==> src/rtl/mdp_pkg.sv <==
// Shared definitions for the MDP3.0 book entry parser and the order book stage.
// Holds the SBE entry field layout (byte offsets and widths within one
// NoMDEntries group entry), the parser FSM state type, the packed book entry
// record, and the MDUpdateAction / MDEntryType code points.
package mdp_pkg;

    // Smallest legal entry blockLength: covers everything through MDEntryType.
    localparam int unsigned BLK_LEN_MIN = 27;

    // Byte offsets of each field within a group entry.
    localparam int unsigned PX_OFF    = 0;
    localparam int unsigned SIZE_OFF  = 8;
    localparam int unsigned SECID_OFF = 12;
    localparam int unsigned SEQ_OFF   = 16;
    localparam int unsigned NORD_OFF  = 20;
    localparam int unsigned LVL_OFF   = 24;
    localparam int unsigned ACT_OFF   = 25;
    localparam int unsigned TYPE_OFF  = 26;

    // Field widths in bits.
    localparam int unsigned PX_W    = 64;
    localparam int unsigned SIZE_W  = 32;
    localparam int unsigned SECID_W = 32;
    localparam int unsigned SEQ_W   = 32;
    localparam int unsigned NORD_W  = 32;
    localparam int unsigned LVL_W   = 8;
    localparam int unsigned ACT_W   = 8;
    localparam int unsigned TYPE_W  = 8;

    typedef enum logic [2:0] {
        StIdle,
        StHdr,
        StEntry,
        StEmit,
        StDrain
    } state_e;

    // price is a signed mantissa with an implied exponent of -9.
    typedef struct packed {
        logic [ACT_W-1:0]   update_action;
        logic [TYPE_W-1:0]  entry_type;
        logic [NORD_W-1:0]  num_orders;
        logic [PX_W-1:0]    price;
        logic [SIZE_W-1:0]  size;
        logic [SECID_W-1:0] security_id;
        logic [SEQ_W-1:0]   rpt_seq;
        logic [LVL_W-1:0]   price_level;
    } book_entry_t;

    typedef enum logic [7:0] {
        ActNew    = 8'd0,
        ActChange = 8'd1,
        ActDelete = 8'd2
    } md_action_e;

    typedef enum logic [7:0] {
        TypeBid   = 8'h30,
        TypeOffer = 8'h31
    } md_entry_type_e;

endpackage

==> src/rtl/mdp_book_entry_parser_if.sv <==
// Byte-stream input and decoded-entry output of the book entry parser.
//   s_*  : message body bytes (s_data, s_valid, s_last in; s_ready back)
//   e_*  : one decoded group entry per valid/ready handshake
// modport slave  : the parser (consumes bytes, produces entries)
// modport master : the surrounding environment (feeds bytes, sinks entries)
interface mdp_book_entry_parser_if;
    logic [7:0]  s_data;
    logic        s_valid;
    logic        s_last;
    logic        s_ready;
    logic        e_valid;
    logic        e_ready;
    logic [7:0]  e_update_action;
    logic [7:0]  e_entry_type;
    logic [31:0] e_num_orders;
    logic [63:0] e_price;
    logic [31:0] e_size;
    logic [31:0] e_security_id;
    logic [31:0] e_rpt_seq;
    logic [7:0]  e_price_level;
    logic [7:0]  e_num_entries;
    logic [7:0]  e_index;
    logic        e_last;

    modport slave (
        input  s_data, s_valid, s_last, e_ready,
        output s_ready, e_valid, e_update_action, e_entry_type, e_num_orders, e_price,
               e_size, e_security_id, e_rpt_seq, e_price_level, e_num_entries, e_index,
               e_last
    );

    modport master (
        output s_data, s_valid, s_last, e_ready,
        input  s_ready, e_valid, e_update_action, e_entry_type, e_num_orders, e_price,
               e_size, e_security_id, e_rpt_seq, e_price_level, e_num_entries, e_index,
               e_last
    );
endinterface

==> src/rtl/mdp_le_field.sv <==
// Little-endian byte-lane capture register for one SBE field.
//   clk, rst : clock, synchronous active-high reset
//   clr_i    : zero the field
//   en_i     : a byte is being accepted at entry offset off_i
//   off_i    : byte offset within the current entry
//   data_i   : the byte
//   q_o      : captured field value
// A byte at offset BaseOff+k lands in lane k; other offsets are ignored.
module mdp_le_field #(
    parameter int unsigned Width   = 32,
    parameter int unsigned BaseOff = 0
) (
    input  logic             clk,
    input  logic             rst,
    input  logic             clr_i,
    input  logic             en_i,
    input  logic [15:0]      off_i,
    input  logic [7:0]       data_i,
    output logic [Width-1:0] q_o
);
    localparam int unsigned Lanes = Width / 8;

    logic [Width-1:0] q_q, q_d;

    always_comb begin
        q_d = q_q;
        if (clr_i) begin
            q_d = '0;
        end else if (en_i) begin
            for (int unsigned i = 0; i < Lanes; i++) begin
                if (off_i == 16'(BaseOff + i)) begin
                    q_d[i*8 +: 8] = data_i;
                end
            end
        end
    end

    always_ff @(posedge clk) begin
        if (rst) begin
            q_q <= '0;
        end else begin
            q_q <= q_d;
        end
    end

    assign q_o = q_q;
endmodule

==> src/rtl/mdp_book_entry_parser.sv <==
// MDP3.0 MDIncrementalRefreshBook entry parser. Consumes the message body from
// the NoMDEntries groupSize header (blockLength u16, numInGroup u8) onward and
// presents each group entry as a parallel record on a valid/ready handshake.
//   clk, rst     : clock, synchronous active-high reset
//   bus (slave)  : s_* byte stream in, e_* decoded entry out
//   err          : one-cycle pulse on a malformed or truncated message
// Optional build macro MDP_PARSER_STATS_EN adds stat_entries (handshaken
// entries) and stat_errors (err pulses), both free-running wrapping counters.
module mdp_book_entry_parser
    import mdp_pkg::*;
(
    input  logic                     clk,
    input  logic                     rst,
    mdp_book_entry_parser_if.slave   bus,
    output logic                     err
`ifdef MDP_PARSER_STATS_EN
    ,
    output logic [31:0]              stat_entries,
    output logic [15:0]              stat_errors
`endif
);
    state_e      state_q, state_d;
    logic        s_ready_q, s_ready_d;
    logic        hdr_cnt_q, hdr_cnt_d;
    logic [15:0] blk_len_q, blk_len_d;
    logic [7:0]  num_q, num_d;
    logic [7:0]  idx_q, idx_d;
    logic [15:0] off_q, off_d;
    logic        seen_last_q, seen_last_d;  // s_last arrived on the entry's final byte
    logic        err_q, err_d;

    logic        accept, ent_last, emit_hs, fld_en, fld_clr;
    book_entry_t entry;

    assign accept   = bus.s_valid && s_ready_q;
    assign ent_last = (idx_q + 8'd1) == num_q;
    assign emit_hs  = (state_q == StEmit) && bus.e_ready;
    assign fld_en   = accept && (state_q == StEntry);
    assign fld_clr  = (state_d == StEntry) && (state_q != StEntry);

    always_comb begin
        state_d     = state_q;
        hdr_cnt_d   = hdr_cnt_q;
        blk_len_d   = blk_len_q;
        num_d       = num_q;
        idx_d       = idx_q;
        off_d       = off_q;
        seen_last_d = seen_last_q;
        err_d       = 1'b0;
        unique case (state_q)
            StIdle: begin
                if (accept) begin
                    blk_len_d = {8'h00, bus.s_data};
                    hdr_cnt_d = 1'b0;
                    if (bus.s_last) err_d = 1'b1;
                    else            state_d = StHdr;
                end
            end
            StHdr: begin
                if (accept && !hdr_cnt_q) begin
                    blk_len_d[15:8] = bus.s_data;
                    hdr_cnt_d       = 1'b1;
                    if (bus.s_last) begin
                        err_d   = 1'b1;
                        state_d = StIdle;
                    end
                end else if (accept) begin
                    num_d       = bus.s_data;
                    idx_d       = 8'd0;
                    off_d       = 16'd0;
                    seen_last_d = 1'b0;
                    if (bus.s_last) begin
                        err_d   = 1'b1;
                        state_d = StIdle;
                    end else if (blk_len_q < 16'(BLK_LEN_MIN)) begin
                        err_d   = 1'b1;
                        state_d = StDrain;
                    end else if (bus.s_data == 8'd0) begin
                        state_d = StDrain;
                    end else begin
                        state_d = StEntry;
                    end
                end
            end
            StEntry: begin
                if (accept) begin
                    if (off_q == blk_len_q - 16'd1) begin
                        state_d     = StEmit;
                        seen_last_d = bus.s_last;
                        // Message ended while more entries were promised.
                        if (bus.s_last && !ent_last) err_d = 1'b1;
                    end else if (bus.s_last) begin
                        err_d   = 1'b1;
                        state_d = StIdle;
                    end else begin
                        off_d = off_q + 16'd1;
                    end
                end
            end
            StEmit: begin
                if (bus.e_ready) begin
                    if (seen_last_q) begin
                        state_d = StIdle;
                    end else if (ent_last) begin
                        state_d = StDrain;
                    end else begin
                        idx_d   = idx_q + 8'd1;
                        off_d   = 16'd0;
                        state_d = StEntry;
                    end
                end
            end
            StDrain: begin
                if (accept && bus.s_last) state_d = StIdle;
            end
            default: state_d = StIdle;
        endcase
        // Registered from next state so s_ready never depends on e_ready combinationally.
        s_ready_d = (state_d != StEmit);
    end

    always_ff @(posedge clk) begin
        if (rst) begin
            state_q     <= StIdle;
            s_ready_q   <= 1'b0;
            hdr_cnt_q   <= 1'b0;
            blk_len_q   <= 16'd0;
            num_q       <= 8'd0;
            idx_q       <= 8'd0;
            off_q       <= 16'd0;
            seen_last_q <= 1'b0;
            err_q       <= 1'b0;
        end else begin
            state_q     <= state_d;
            s_ready_q   <= s_ready_d;
            hdr_cnt_q   <= hdr_cnt_d;
            blk_len_q   <= blk_len_d;
            num_q       <= num_d;
            idx_q       <= idx_d;
            off_q       <= off_d;
            seen_last_q <= seen_last_d;
            err_q       <= err_d;
        end
    end

    mdp_le_field #(.Width(PX_W), .BaseOff(PX_OFF)) u_px (.clk(clk), .rst(rst),
        .clr_i(fld_clr), .en_i(fld_en), .off_i(off_q), .data_i(bus.s_data), .q_o(entry.price));
    mdp_le_field #(.Width(SIZE_W), .BaseOff(SIZE_OFF)) u_size (.clk(clk), .rst(rst),
        .clr_i(fld_clr), .en_i(fld_en), .off_i(off_q), .data_i(bus.s_data), .q_o(entry.size));
    mdp_le_field #(.Width(SECID_W), .BaseOff(SECID_OFF)) u_secid (.clk(clk), .rst(rst),
        .clr_i(fld_clr), .en_i(fld_en), .off_i(off_q), .data_i(bus.s_data),
        .q_o(entry.security_id));
    mdp_le_field #(.Width(SEQ_W), .BaseOff(SEQ_OFF)) u_seq (.clk(clk), .rst(rst),
        .clr_i(fld_clr), .en_i(fld_en), .off_i(off_q), .data_i(bus.s_data), .q_o(entry.rpt_seq));
    mdp_le_field #(.Width(NORD_W), .BaseOff(NORD_OFF)) u_nord (.clk(clk), .rst(rst),
        .clr_i(fld_clr), .en_i(fld_en), .off_i(off_q), .data_i(bus.s_data),
        .q_o(entry.num_orders));
    mdp_le_field #(.Width(LVL_W), .BaseOff(LVL_OFF)) u_lvl (.clk(clk), .rst(rst),
        .clr_i(fld_clr), .en_i(fld_en), .off_i(off_q), .data_i(bus.s_data),
        .q_o(entry.price_level));
    mdp_le_field #(.Width(ACT_W), .BaseOff(ACT_OFF)) u_act (.clk(clk), .rst(rst),
        .clr_i(fld_clr), .en_i(fld_en), .off_i(off_q), .data_i(bus.s_data),
        .q_o(entry.update_action));
    mdp_le_field #(.Width(TYPE_W), .BaseOff(TYPE_OFF)) u_type (.clk(clk), .rst(rst),
        .clr_i(fld_clr), .en_i(fld_en), .off_i(off_q), .data_i(bus.s_data),
        .q_o(entry.entry_type));

    assign bus.s_ready         = s_ready_q;
    assign bus.e_valid         = (state_q == StEmit);
    assign bus.e_update_action = entry.update_action;
    assign bus.e_entry_type    = entry.entry_type;
    assign bus.e_num_orders    = entry.num_orders;
    assign bus.e_price         = entry.price;
    assign bus.e_size          = entry.size;
    assign bus.e_security_id   = entry.security_id;
    assign bus.e_rpt_seq       = entry.rpt_seq;
    assign bus.e_price_level   = entry.price_level;
    assign bus.e_num_entries   = num_q;
    assign bus.e_index         = idx_q;
    assign bus.e_last          = ent_last;
    assign err                 = err_q;

`ifdef MDP_PARSER_STATS_EN
    logic [31:0] stat_entries_q, stat_entries_d;
    logic [15:0] stat_errors_q, stat_errors_d;

    always_comb begin
        stat_entries_d = stat_entries_q + {31'd0, emit_hs};
        stat_errors_d  = stat_errors_q + {15'd0, err_d};
    end

    always_ff @(posedge clk) begin
        if (rst) begin
            stat_entries_q <= 32'd0;
            stat_errors_q  <= 16'd0;
        end else begin
            stat_entries_q <= stat_entries_d;
            stat_errors_q  <= stat_errors_d;
        end
    end

    assign stat_entries = stat_entries_q;
    assign stat_errors  = stat_errors_q;
`endif
endmodule

==> src/flat_wrapper.sv <==
// flat-port wrapper written by rule: the top's interface ports become plain ports
module mdp_book_entry_parser_flat import mdp_pkg::*;
  (clk, rst, err, bus_s_data, bus_s_valid, bus_s_last, bus_e_ready, bus_s_ready, bus_e_valid, bus_e_update_action, bus_e_entry_type, bus_e_num_orders, bus_e_price, bus_e_size, bus_e_security_id, bus_e_rpt_seq, bus_e_price_level, bus_e_num_entries, bus_e_index, bus_e_last);
  mdp_book_entry_parser_if bus_i ();
  input  logic clk;
  input  logic rst;
  output logic err;
  input wire logic [$bits(bus_i.s_data)-1:0] bus_s_data;
  input wire logic [$bits(bus_i.s_valid)-1:0] bus_s_valid;
  input wire logic [$bits(bus_i.s_last)-1:0] bus_s_last;
  input wire logic [$bits(bus_i.e_ready)-1:0] bus_e_ready;
  output wire logic [$bits(bus_i.s_ready)-1:0] bus_s_ready;
  output wire logic [$bits(bus_i.e_valid)-1:0] bus_e_valid;
  output wire logic [$bits(bus_i.e_update_action)-1:0] bus_e_update_action;
  output wire logic [$bits(bus_i.e_entry_type)-1:0] bus_e_entry_type;
  output wire logic [$bits(bus_i.e_num_orders)-1:0] bus_e_num_orders;
  output wire logic [$bits(bus_i.e_price)-1:0] bus_e_price;
  output wire logic [$bits(bus_i.e_size)-1:0] bus_e_size;
  output wire logic [$bits(bus_i.e_security_id)-1:0] bus_e_security_id;
  output wire logic [$bits(bus_i.e_rpt_seq)-1:0] bus_e_rpt_seq;
  output wire logic [$bits(bus_i.e_price_level)-1:0] bus_e_price_level;
  output wire logic [$bits(bus_i.e_num_entries)-1:0] bus_e_num_entries;
  output wire logic [$bits(bus_i.e_index)-1:0] bus_e_index;
  output wire logic [$bits(bus_i.e_last)-1:0] bus_e_last;
  assign bus_i.s_data = bus_s_data;
  assign bus_i.s_valid = bus_s_valid;
  assign bus_i.s_last = bus_s_last;
  assign bus_i.e_ready = bus_e_ready;
  assign bus_s_ready = bus_i.s_ready;
  assign bus_e_valid = bus_i.e_valid;
  assign bus_e_update_action = bus_i.e_update_action;
  assign bus_e_entry_type = bus_i.e_entry_type;
  assign bus_e_num_orders = bus_i.e_num_orders;
  assign bus_e_price = bus_i.e_price;
  assign bus_e_size = bus_i.e_size;
  assign bus_e_security_id = bus_i.e_security_id;
  assign bus_e_rpt_seq = bus_i.e_rpt_seq;
  assign bus_e_price_level = bus_i.e_price_level;
  assign bus_e_num_entries = bus_i.e_num_entries;
  assign bus_e_index = bus_i.e_index;
  assign bus_e_last = bus_i.e_last;
  mdp_book_entry_parser u_core (.clk(clk), .rst(rst), .bus(bus_i), .err(err));
endmodule
==> config.mk <==
export PLATFORM = sky130hd
export DESIGN_NAME = mdp_book_entry_parser_flat
export DESIGN_NICKNAME = d
export VERILOG_FILES = /design/src/rtl/mdp_pkg.sv /design/src/rtl/mdp_book_entry_parser_if.sv /design/src/rtl/mdp_le_field.sv /design/src/rtl/mdp_book_entry_parser.sv /design/src/flat_wrapper.sv
export SDC_FILE = /design/constraint.sdc
export NUM_CORES = 1
export LEC_CHECK = 0
export ABC_CLOCK_PERIOD_IN_PS = 8600
export BUFFER_PORTS_ARGS = -buffer_cell sky130_fd_sc_hd__buf_4
export CAP_MARGIN = 30
export CORE_ASPECT_RATIO = 1.5
export CORE_MARGIN = 2
export CORE_UTILIZATION = 58
export DETAILED_ROUTE_END_ITERATION = 12
export PLACE_DENSITY = 0.89
export SLEW_MARGIN = 0
export SYNTH_ARGS = -nofsm -noshare
export SYNTH_HDL_FRONTEND = slang
export SYNTH_SLANG_ARGS = --single-unit
==> constraint.sdc <==
create_clock -name clk -period 8.6 [get_ports clk]
set_input_delay 0 -clock clk [delete_from_list [all_inputs] [get_ports clk]]
set_output_delay 0 -clock clk [all_outputs]
set_load 0.1 [all_outputs]
==> summary.txt, run 1 <==
Detailed routing
  – DR vias: around 11000
  – First-pass DRT Iterations: 8
  – Final WL: around 35000 µm
  – Drt wl/cell: between 15 and 20 µm
  – Routed Antenna Nets: 0
  – Vias per cell: 5.801
  – DRC: 0
  – Starting DRT DRC Count: roughly 940

Clock tree
  – Post-cts sizing count: 0
  – Clock buffer depth: 3
  – CTS root buffer: clkbuf_16
  – CTS clk-pin slew, worst paths: about 0.070 ns
  – Worst-Skew Late Latency: approximately 0.54 ns
  – H-tree levels: 1
  – CTS Buf Count: 25
  – # Post-CTS Setup Buffers: 0
  – CTS tree: yes
  – # clock sinks: roughly 270

Logic synthesis
  – Synthesized Nets: around 1400
  – Synthesized area: about 11000 µm²
  – Top-area cell type share of the netlist area: 0.4892
  – FFs w/ async S/R, synth: 0
  – Number of synthesized flops with an enable pin: 0
  – YS warnings: 0
  – Area leader, netlist: dfxtp_1
  – Synth unique cells: between 60 and 70
  – Synthesized area per cell: a little over 8 µm²
  – Flops & latches, synth: ~270
  – Post-Syn Instances: approximately 1300
  – Primary FF master, synth: dfxtp_1
  – Register area share after synthesis: 0.4892
  – Top cells by area, synth: dfxtp_1, nand2_1, mux2i_1

Layout
  – Antenna diodes: 0
  – Net count of the finished layout: between 1500 and 2000
  – Final instance area: approximately 14000 µm²
  – Number of fill cells: about 1300
  – Layout cells sized above 1: 0.1983
  – Layout area overhead: 25.85%
  – Non-filler cells, final: ~1800

Timing
  – Fmax: about 0.25 GHz
  – TNS Setup: 0 ns
  – Final worst setup slack: roughly 4.6 ns
  – Slew HR: 0.3157
  – Final Max Slew Viols: 0
  – Share of the clock period used by the worst path: 0.4706
  – Endpoints failing hold: 0
  – Final setup viols: 0
  – Post-layout min period: ~4.0 ns
  – Max Clock Skew: roughly 0.017 ns
  – RSZ-0062 raised after global routing: false
  – Hold Worst Slack: about 0.11 ns
  – Worst Max-Slew Pin Slew: around 1.0 ns

Pwr
  – Sw power: 637.4 µW
  – Register share of total power: 0.487
  – Sw Share: 0.2437
  – Power Dens Cells: between 150 and 200 nW/µm²
  – Clock power frac: 0.441
  – Gate power share: 0.072
  – Power Internal: just under 2 mW
  – Worst IR Drop VDD: approximately 180 µV
  – Leak pwr: about 5.4 nW

Floorplan
  – Core area: roughly 19000 µm²
  – Die ar.: slightly above 20000 µm²
  – IO Count: ~250
  – Die Ht: about 170 µm
  – Effective utilization at floorplan: 0.5955
  – Die width: between 100 and 150 µm
  – FP Rows: around 60

Global routing
  – Grt total ovfl: 0
  – Vias in the first global route: ~11000
  – Initial antenna violation count: 0
  – Total track usage: 0.3380
  – Largest net degree at the start of global routing: 202
  – First-pass GRT wire length: 54500 µm

Min path
  – Hold crit path type: primary input to flip-flop
  – WHS Path Cells: 5

Outcome
  – Outcome: completed

Setup path
  – Critical path's slowest cell: or4_4
  – Top cell by count, worst path: or4_4
  – CP arrival: between 4 and 5 ns
  – Required time worst endpoint: roughly 9 ns
  – Crit-path max FO: 8
  – Worst path max stage delay: 0.60 ns
  – CP Capture Type: flip-flop
  – CP Class: flip-flop to flip-flop
  – Startpoint type of the worst setup path: flip-flop
  – Register-to-Register Path Depth: 9
  – Sequence of cells on the critical path: or4_4 -> or3_1 -> or4_4 -> and2_0 -> or4_1 -> or4_4 -> mux2i_1 -> nor2_1 -> dlygate4sd3_1

Placed design
  – Area post-placement: 12980 µm²
  – Pre-CTS WS: ~4.9 ns
  – Inst Count DP: about 1800
  – RD Place Congestion: about 0.95
  – Number of port buffers: between 200 and 250
  – Post-DP HPWL: between 20000 and 25000 µm

Run
  – Max Cap Violations: 0
==> logic make-up (layout without fill, tap and decap cells) <==
| kind of cell | after synthesis | after routing | share of synthesized area |
|---|---|---|---|
| buffers and inverters | 101 | 323 | 0.03622 |
| AND/OR/NAND/NOR | 593 | 593 | 0.2290 |
| XOR/XNOR | 29 | 29 | 0.02290 |
| multiplexers | 106 | 106 | 0.09568 |
| adder cells (fa/ha/maj) | 7 | 7 | 0.007898 |
| flip-flops | 271 | 271 | 0.4892 |
| AO/OA/AOI/OAI | 234 | 234 | 0.1190 |
==> registers in the layout (all words and copies together), names as in the netlist <==
signal                    cells
u_core.u_seq.q_o             32
u_core.u_type.q_o             8
u_core.bus.e_num_entries      8
u_core.blk_len_q             16
u_core.u_px.q_o              64
u_core.state_q                3
u_core.bus.e_index            8
u_core.off_q                 16
u_core.u_nord.q_o            32
u_core.seen_last_q            1
u_core.u_lvl.q_o              8
u_core.bus.s_ready            1
u_core.err                    1
u_core.u_secid.q_o           32
u_core.u_act.q_o              8
u_core.u_size.q_o            32
u_core.hdr_cnt_q              1
==> worst paths after layout <==
| path | start | end | slack [ns] |
|---|---|---|---|
| max | u_core.blk_len_q[8] | u_core.seen_last_q | 4.55 |
| min | bus_s_valid | u_core.err | 0.11 |
| max reg2reg | u_core.blk_len_q[8] | u_core.seen_last_q | 4.55 |
| min reg2reg | u_core.u_seq.q_o[6] | u_core.u_seq.q_o[6] | 0.45 |
==> through the flow <==
step | total power [mW] | utilization
2_1_floorplan | 1.434 | -
3_3_place_gp | 1.478 | 0.6961
3_5_place_dp | 1.481 | 0.6971
4_1_cts | 2.612 | 0.7490
5_1_grt | 2.680 | 0.7494
6_report | 2.616 | 0.7494
==> metal layers <==
layer	global-route usage	vias to the layer above	share of wire
li1	-	4913	-
met1	0.3781	4987	0.36
met2	0.5915	507	0.51
met3	0.07273	122	0.081
met4	0.1706	0	0.050
met5	0	-	0
==> repair_timing <==
item	4_1_cts	5_1_grt
endpoints found under the hold margin	165	0
hold buffers	12	0
endpoints found under the setup margin	0	0
==> cell usage in the layout (no fill, tap or decap), types with 16 or more instances in the layout <==
master,count
nand2_1,319
dfxtp_1,271
buf_4,253
a21oi_1,164
nor2_1,150
mux2i_1,106
clkbuf_16,25
nand3_1,21
o21ai_0,20
nor3_1,16
xnor2_1,16
==> power by group through the flow <==
stage	clock network (mW)	registers (mW)	logic, mW
final	1.15	1.27	0.189
after global routing	1.20	1.27	0.202
after CTS	1.15	1.27	0.184
after detailed placement	0	1.30	0.180
after global placement	0	1.30	0.177
after floorplan	0	1.31	0.120
==> cell type report <==
cell class	instances	area, µm²	area share
sequential	271	5425	0.3887
timing repair buffer	268	2049	0.1469
inverter	12	45.04	0.003228
clock inverter	6	96.34	0.006903
tap	252	315.3	0.02259
multi-input combinational	969	5274	0.3779
clock buffer	37	750.7	0.05379
==> synthesized netlist by cell type (13+ instances only) <==
master and number:
dfxtp_1 271, nand3_1 21, nand2_1 319, or3_1 14, clkbuf_1 69, xnor2_1 16, xor2_1 13, a21oi_1 165
nor4_1 13, mux2i_1 106, buf_1 14, o21ai_0 20, nor3_1 16, nor2_1 150
==> critical path, delay by kind of cell (launching register included) <==
kind          cells  cell delay [ns]
buf+inv           1             0.57
mux               1             0.17
simple gates      7             2.79
flops             1             0.41
Note: power is estimated with default switching activity, not from simulation.
==> run 2, diff against run 1 <==
- ABC_CLOCK_PERIOD_IN_PS: 8600 -> 3600
- CORE_UTILIZATION: 58 -> 49
- PLACE_DENSITY: 0.89 -> 0.8
- clock period: 8.6 -> 3.6 ns (I/O delays scaled with it)
==> run 2 against run 1 <==
Net effect: cell area is 1.9% higher; global-route usage down 5.6 points; worst setup slack got worse by 4.4 ns; total power rose by 140%; clock power rose by 140%; die area increased by 18%; sequential cell count unchanged; final cell count increased by 2.4%; combinational power grew to 2.5 times the previous value; register-to-register slack worse by 4.4 ns; first-iteration DRC count decreased by 32%; largest cell class unchanged.
==> summary.txt, run 2 (synthesis gave the netlist of run 1 again) <==
Setup path
  – CP arrival: roughly 3.9 ns
  – Setup crit end: u_core.off_q[7]
  – CP Capture Type: flip-flop
  – CP Class: flip-flop to flip-flop
  – Register-to-Register Path Depth: 12
  – Startpoint type of the worst setup path: flip-flop
  – Crit-path max FO: 29
  – Required time worst endpoint: about 4 ns
  – CP startpoint: u_core.blk_len_q[0]
  – Setup slack, reg-to-reg: ~0.18 ns
  – Reg2reg start: u_core.blk_len_q[0]
  – Reg-to-reg endpoint: u_core.off_q[7]

Timing
  – Max Clock Skew: 0.02374 ns
  – RSZ-0062 raised after global routing: false
  – Slew HR: 0.5962
  – Share of the clock period used by the worst path: 0.9506
  – Final Max Slew Viols: 0
  – Post-layout min period: 3.422 ns
  – Worst Max-Slew Pin Slew: 0.5904 ns
  – Endpoints failing hold: 0
  – TNS Setup: 0 ns
  – Fmax: 0.2922 GHz
  – Final setup viols: 0
  – Hold Worst Slack: between 0.07 and 0.08 ns

Detailed routing
  – Vias per cell: around 5.6
  – Drt wl/cell: roughly 19 µm
  – Routed Antenna Nets: 0
  – DR vias: 10430
  – DRC: 0
  – First-pass DRT Iterations: 6
  – Final WL: approximately 35000 µm
  – Starting DRT DRC Count: 638

Layout
  – Area of the multi-input gates: ~5300 µm²
  – Most common cell after layout, fill and taps aside: nand2_1
  – Sequential Area: ~5400 µm²
  – Antenna diodes: 0
  – Layout cells sized above 1: 0.2212
  – Most frequent cells in the layout: nand2_1, buf_4, dfxtp_1, a21oi_1, nor2_1
  – Layout area overhead: 28.24%
  – Max FFs per register: 64
  – Util after Layout: 0.6378
  – Non-filler cells, final: about 1900
  – Number of fill cells: between 1500 and 2000
  – Net count of the finished layout: 1584

Clock tree
  – CTS tree: yes
  – # Post-CTS Setup Buffers: 0
  – Post-cts sizing count: 0
  – Hold bufs inserted after CTS: 6
  – CTS root buffer: clkbuf_16
  – CTS clk-pin slew, worst paths: around 0.070 ns
  – H-tree levels: 1
  – # clock sinks: between 200 and 300
  – Worst-Skew Late Latency: 0.54 ns
  – Clock buffer depth: 3
  – CTS Buf Count: 25

Pwr
  – Worst IR Drop VDD: between 300 and 400 µV
  – Power Dens Cells: 443.6 nW/µm²
  – Leak pwr: roughly 5.5 nW

Run
  – Max Cap Violations: 0

Min path
  – WHS Path Cells: 4
  – Hold crit path type: primary input to flip-flop

Global routing
  – Largest net degree at the start of global routing: around 80
  – First-pass GRT wire length: between 50000 and 60000 µm
  – Grt total ovfl: 0
  – Initial antenna violation count: 0
  – Vias in the first global route: ~10000
  – Total track usage: 0.2821

Floorplan
  – Die Ht: between 150 and 200 µm
  – Die width: 126.8 µm
  – IO Count: 249
  – Effective utilization at floorplan: 0.4973
  – Core area: around 22000 µm²
  – FP Rows: 67
  – Die ar.: around 24000 µm²

Placed design
  – Post-DP HPWL: around 24000 µm
  – Number of port buffers: about 250
  – Inst Count DP: 1807
  – RD Place Congestion: ~0.92

Outcome
  – Outcome: completed
run 2: changes by cell type in the layout (fill, tap and decap cells not counted), sizes merged:
cell and delta:
buf +23, bufinv +1, clkbuf -3, clkinv +4, clkinvlp +2, dlygate4sd3 -6
inv -2
run 2: routing by layer:
| metal | up-vias | global-route usage | routed length [µm] |
|---|---|---|---|
| met1 | 4900 | 0.3231 | 12850 |
| met4 | 0 | 0.1031 | 1344 |
| met3 | 97 | 0.06246 | 2797 |
| met5 | - | 0 | 0 |
| met2 | 479 | 0.5103 | 18020 |
| li1 | 4958 | - | - |
run 2: worst min-delay path by stage:
stage                  start              endpoint
3_3_place_gp      bus_s_last    u_core.seen_last_q
3_5_place_dp      bus_s_last    u_core.seen_last_q
5_1_grt        bus_s_data[7]  u_core.blk_len_q[15]
4_1_cts        bus_s_data[7]  u_core.blk_len_q[15]
2_1_floorplan    bus_e_ready     u_core.state_q[1]
6_report       bus_s_data[7]  u_core.blk_len_q[15]
run 2: cell type report:
type | count | area share
inverter | 12 | 0.003431
clock buffer | 34 | 0.05059
multi-input combinational | 969 | 0.3737
timing repair buffer | 285 | 0.1550
clock inverter | 11 | 0.01003
sequential | 271 | 0.3830
tap | 276 | 0.02428
run 2: worst max-delay path, cell delays in order, from the launching register on:
cell	delay (ns)
dfxtp_1	0.45
inv_1	0.07
ha_1	0.21
buf_4	0.17
nor2b_1	0.12
o311ai_0	0.42
nand2_1	0.13
or4_1	0.53
or4b_1	0.52
o21ai_1	0.26
buf_12	0.20
o21ai_0	0.10
a21oi_1	0.15
run 2: report_power, final:
| part | switching (mW) | total [mW] | internal [mW] |
|---|---|---|---|
| clock | 1.17 | 2.79 | 1.62 |
| sequential | 0.0249 | 3.04 | 3.01 |
| combinational | 0.341 | 0.479 | 0.138 |
| total | 1.54 | 6.31 | 4.77 |
run 2: per-stage QoR:
stage	area (µm²)	setup WS (ns)	power, mW
6_report	14220	0.1780	6.309
3_3_place_gp	13300	0.2776	3.567
4_1_cts	14220	0.2066	6.329
2_1_floorplan	11180	0.0007070	3.431
5_1_grt	14220	0.02125	6.474
3_5_place_dp	13300	0.2325	3.569
==> run 3, diff against run 2 <==
- CELL_PAD_IN_SITES_DETAIL_PLACEMENT: unset -> 1
- CELL_PAD_IN_SITES_GLOBAL_PLACEMENT: unset -> 1
- CORE_UTILIZATION: 49 -> 36
==> run 3 against run 2 <==
Net effect: die area increased by 35%; wire length is 18% higher; clock skew down 0.0065 ns; final cell count increased by 7.3%; clock power grew 15%; maximum frequency is 0.54% higher; hold slack lost 0.012 ns; global-route usage is 3.3 points lower; sequential share of layout area down 0.98 points; register-to-register slack improved by 0.02 ns; first-iteration DRC count down 27%; critical path type unchanged; largest power group is now the clock network.
==> summary.txt, run 3 (synthesis gave the netlist of run 1 again) <==
Outcome
  – Outcome: completed

Layout
  – Most common cell after layout, fill and taps aside: nand2_1
  – Layout cells sized above 1: 0.2254
  – Sequential Area: between 5000 and 6000 µm²
  – Layout area overhead: 31.60%
  – Most frequent cells in the layout: nand2_1, buf_4, dfxtp_1, a21oi_1, nor2_1
  – Non-filler cells, final: around 2000
  – Area of the multi-input gates: 5314 µm²
  – Antenna diodes: 0
  – Number of fill cells: between 3000 and 4000
  – Util after Layout: 0.4824
  – Net count of the finished layout: 1592
  – Max FFs per register: 64

Clock tree
  – CTS clk-pin slew, worst paths: about 0.060 ns
  – CTS Buf Count: 28
  – CTS root buffer: clkbuf_16
  – # clock sinks: 271
  – Worst-Skew Late Latency: around 0.55 ns
  – CTS tree: yes
  – Clock buffer depth: 3
  – # Post-CTS Setup Buffers: 0
  – H-tree levels: 1

Detailed routing
  – Routed Antenna Nets: 0
  – Routed wl met3: approximately 2200 µm
  – First-pass DRT Iterations: 5
  – M1 wire length: roughly 16000 µm
  – Met2 Wirelength: between 20000 and 25000 µm
  – Drt wl/cell: approximately 21 µm
  – Final WL: a little over 40000 µm
  – DRC: 0
  – Highest routed layer: met4
  – Vias per cell: between 5 and 6
  – Starting DRT DRC Count: 466
  – DR vias: between 10000 and 15000

Timing
  – Share of the clock period used by the worst path: 0.9454
  – Final setup viols: 0
  – Slew HR: 0.4174
  – Endpoints failing hold: 0
  – Max Clock Skew: roughly 0.017 ns
  – Worst Max-Slew Pin Slew: approximately 0.87 ns
  – Final Max Slew Viols: 0
  – TNS Setup: 0 ns
  – Post-layout min period: about 3.4 ns
  – RSZ-0062 raised after global routing: false
  – Fmax: 0.2938 GHz

Pwr
  – Power Total: 6.748 mW
  – Clock power frac: 0.475
  – Power Internal: just over 5 mW
  – Gate power share: 0.076
  – Power Dens Cells: about 460 nW/µm²
  – Sw Share: 0.2438
  – Worst IR Drop VDD: roughly 390 µV
  – Sw power: between 1.5 and 2 mW
  – Register share of total power: 0.450
  – Leak pwr: 5.607 nW

Floorplan
  – Die width: around 150 µm
  – IO Count: 249
  – FP Rows: 78
  – Die Ht: 219.0 µm
  – Die ar.: 32250 µm²
  – Effective utilization at floorplan: 0.3665
  – Core area: between 30000 and 40000 µm²

Setup path
  – CP Capture Type: flip-flop
  – Crit-path max FO: 29
  – CP Class: flip-flop to flip-flop
  – Startpoint type of the worst setup path: flip-flop
  – CP arrival: a little under 4 ns
  – Required time worst endpoint: 4.07 ns

Placed design
  – RD Place Congestion: approximately 0.86
  – Post-DP HPWL: ~28000 µm
  – Inst Count DP: about 1900
  – Number of port buffers: about 250

Global routing
  – First-pass GRT wire length: 63600 µm
  – Grt total ovfl: 0
  – Initial antenna violation count: 0
  – Total track usage: 0.2488
  – Vias in the first global route: ~11000
  – Largest net degree at the start of global routing: about 100

Min path
  – Hold crit path type: primary input to flip-flop

Run
  – Max Cap Violations: 0
==> run 3: changes by cell type in the layout (fill, tap and decap cells not counted), sizes merged <==
cell	previous run	this run
clkinvlp	3	2
dlygate4sd3	6	8
buf	279	282
clkbuf	34	41
bufinv	3	4
inv	12	11
==> run 3: path summary, 6_finish.rpt <==
check | startpoint | end | slack (ns) | cells past startpoint
worst max-delay path | u_core.blk_len_q[0] | u_core.off_q[13] | 0.20 | 10
worst min-delay path | bus_s_data[5] | u_core.u_seq.q_o[21] | 0.07 | 4
worst max register to register | u_core.blk_len_q[0] | u_core.off_q[13] | 0.20 | 10
worst min register to register | u_core.u_secid.q_o[29] | u_core.u_secid.q_o[29] | 0.45 | 2
==> run 3: area by class of cell <==
cell class                 count  share of cell area
sequential                   271              0.3732
clock buffer                  41             0.05898
clock inverter                10             0.01123
inverter                      12            0.003344
timing repair buffer         290              0.1548
multi-input combinational    969              0.3641
tap                          400             0.03429
==> run 3: routing by layer <==
metal / vias to the layer above / track usage
met2: 294 / 0.4593
li1: 4974 / -
met4: 0 / 0.1189
met3: 102 / 0.05364
met1: 5170 / 0.2686
met5: - / 0
==> run 3: timing repair <==
action / in CTS / in global routing
endpoints found under the setup margin: 0 / 6
hold buffers: 8 / 0
gates resized for setup: 0 / 1
hold endpoints to repair: 118 / 0
==> run 3: critical path, cell delays in order (launching register included) <==
cell and delay (ns):
dfxtp_1 0.37, inv_1 0.08, ha_1 0.15, or4b_2 0.62
o31a_2 0.31, or4_1 0.53, or4b_1 0.51, o21ai_1 0.24
buf_12 0.21, o21ai_0 0.11, a21oi_1 0.18
==> run 3: per-stage QoR <==
stage          instance area, µm²  setup WS (ns)  hold slack (ns)
3_5_place_dp                13490         0.2416           0.3290
5_1_grt                     14590        0.02498          0.08789
6_report                    14590         0.1964          0.06700
3_3_place_gp                13490         0.2893           0.3331
2_1_floorplan               11180      0.0007070           0.2385
4_1_cts                     14590         0.2214          0.06428
==> run 3: power by group through the flow <==
stage	clock (mW)	sequential [mW]	combinational, mW
6_report	3.20	3.03	0.510
2_1_floorplan	0	3.14	0.294
3_5_place_dp	0	3.10	0.495
3_3_place_gp	0	3.10	0.488
4_1_cts	3.24	3.03	0.505
5_1_grt	3.36	3.03	0.545
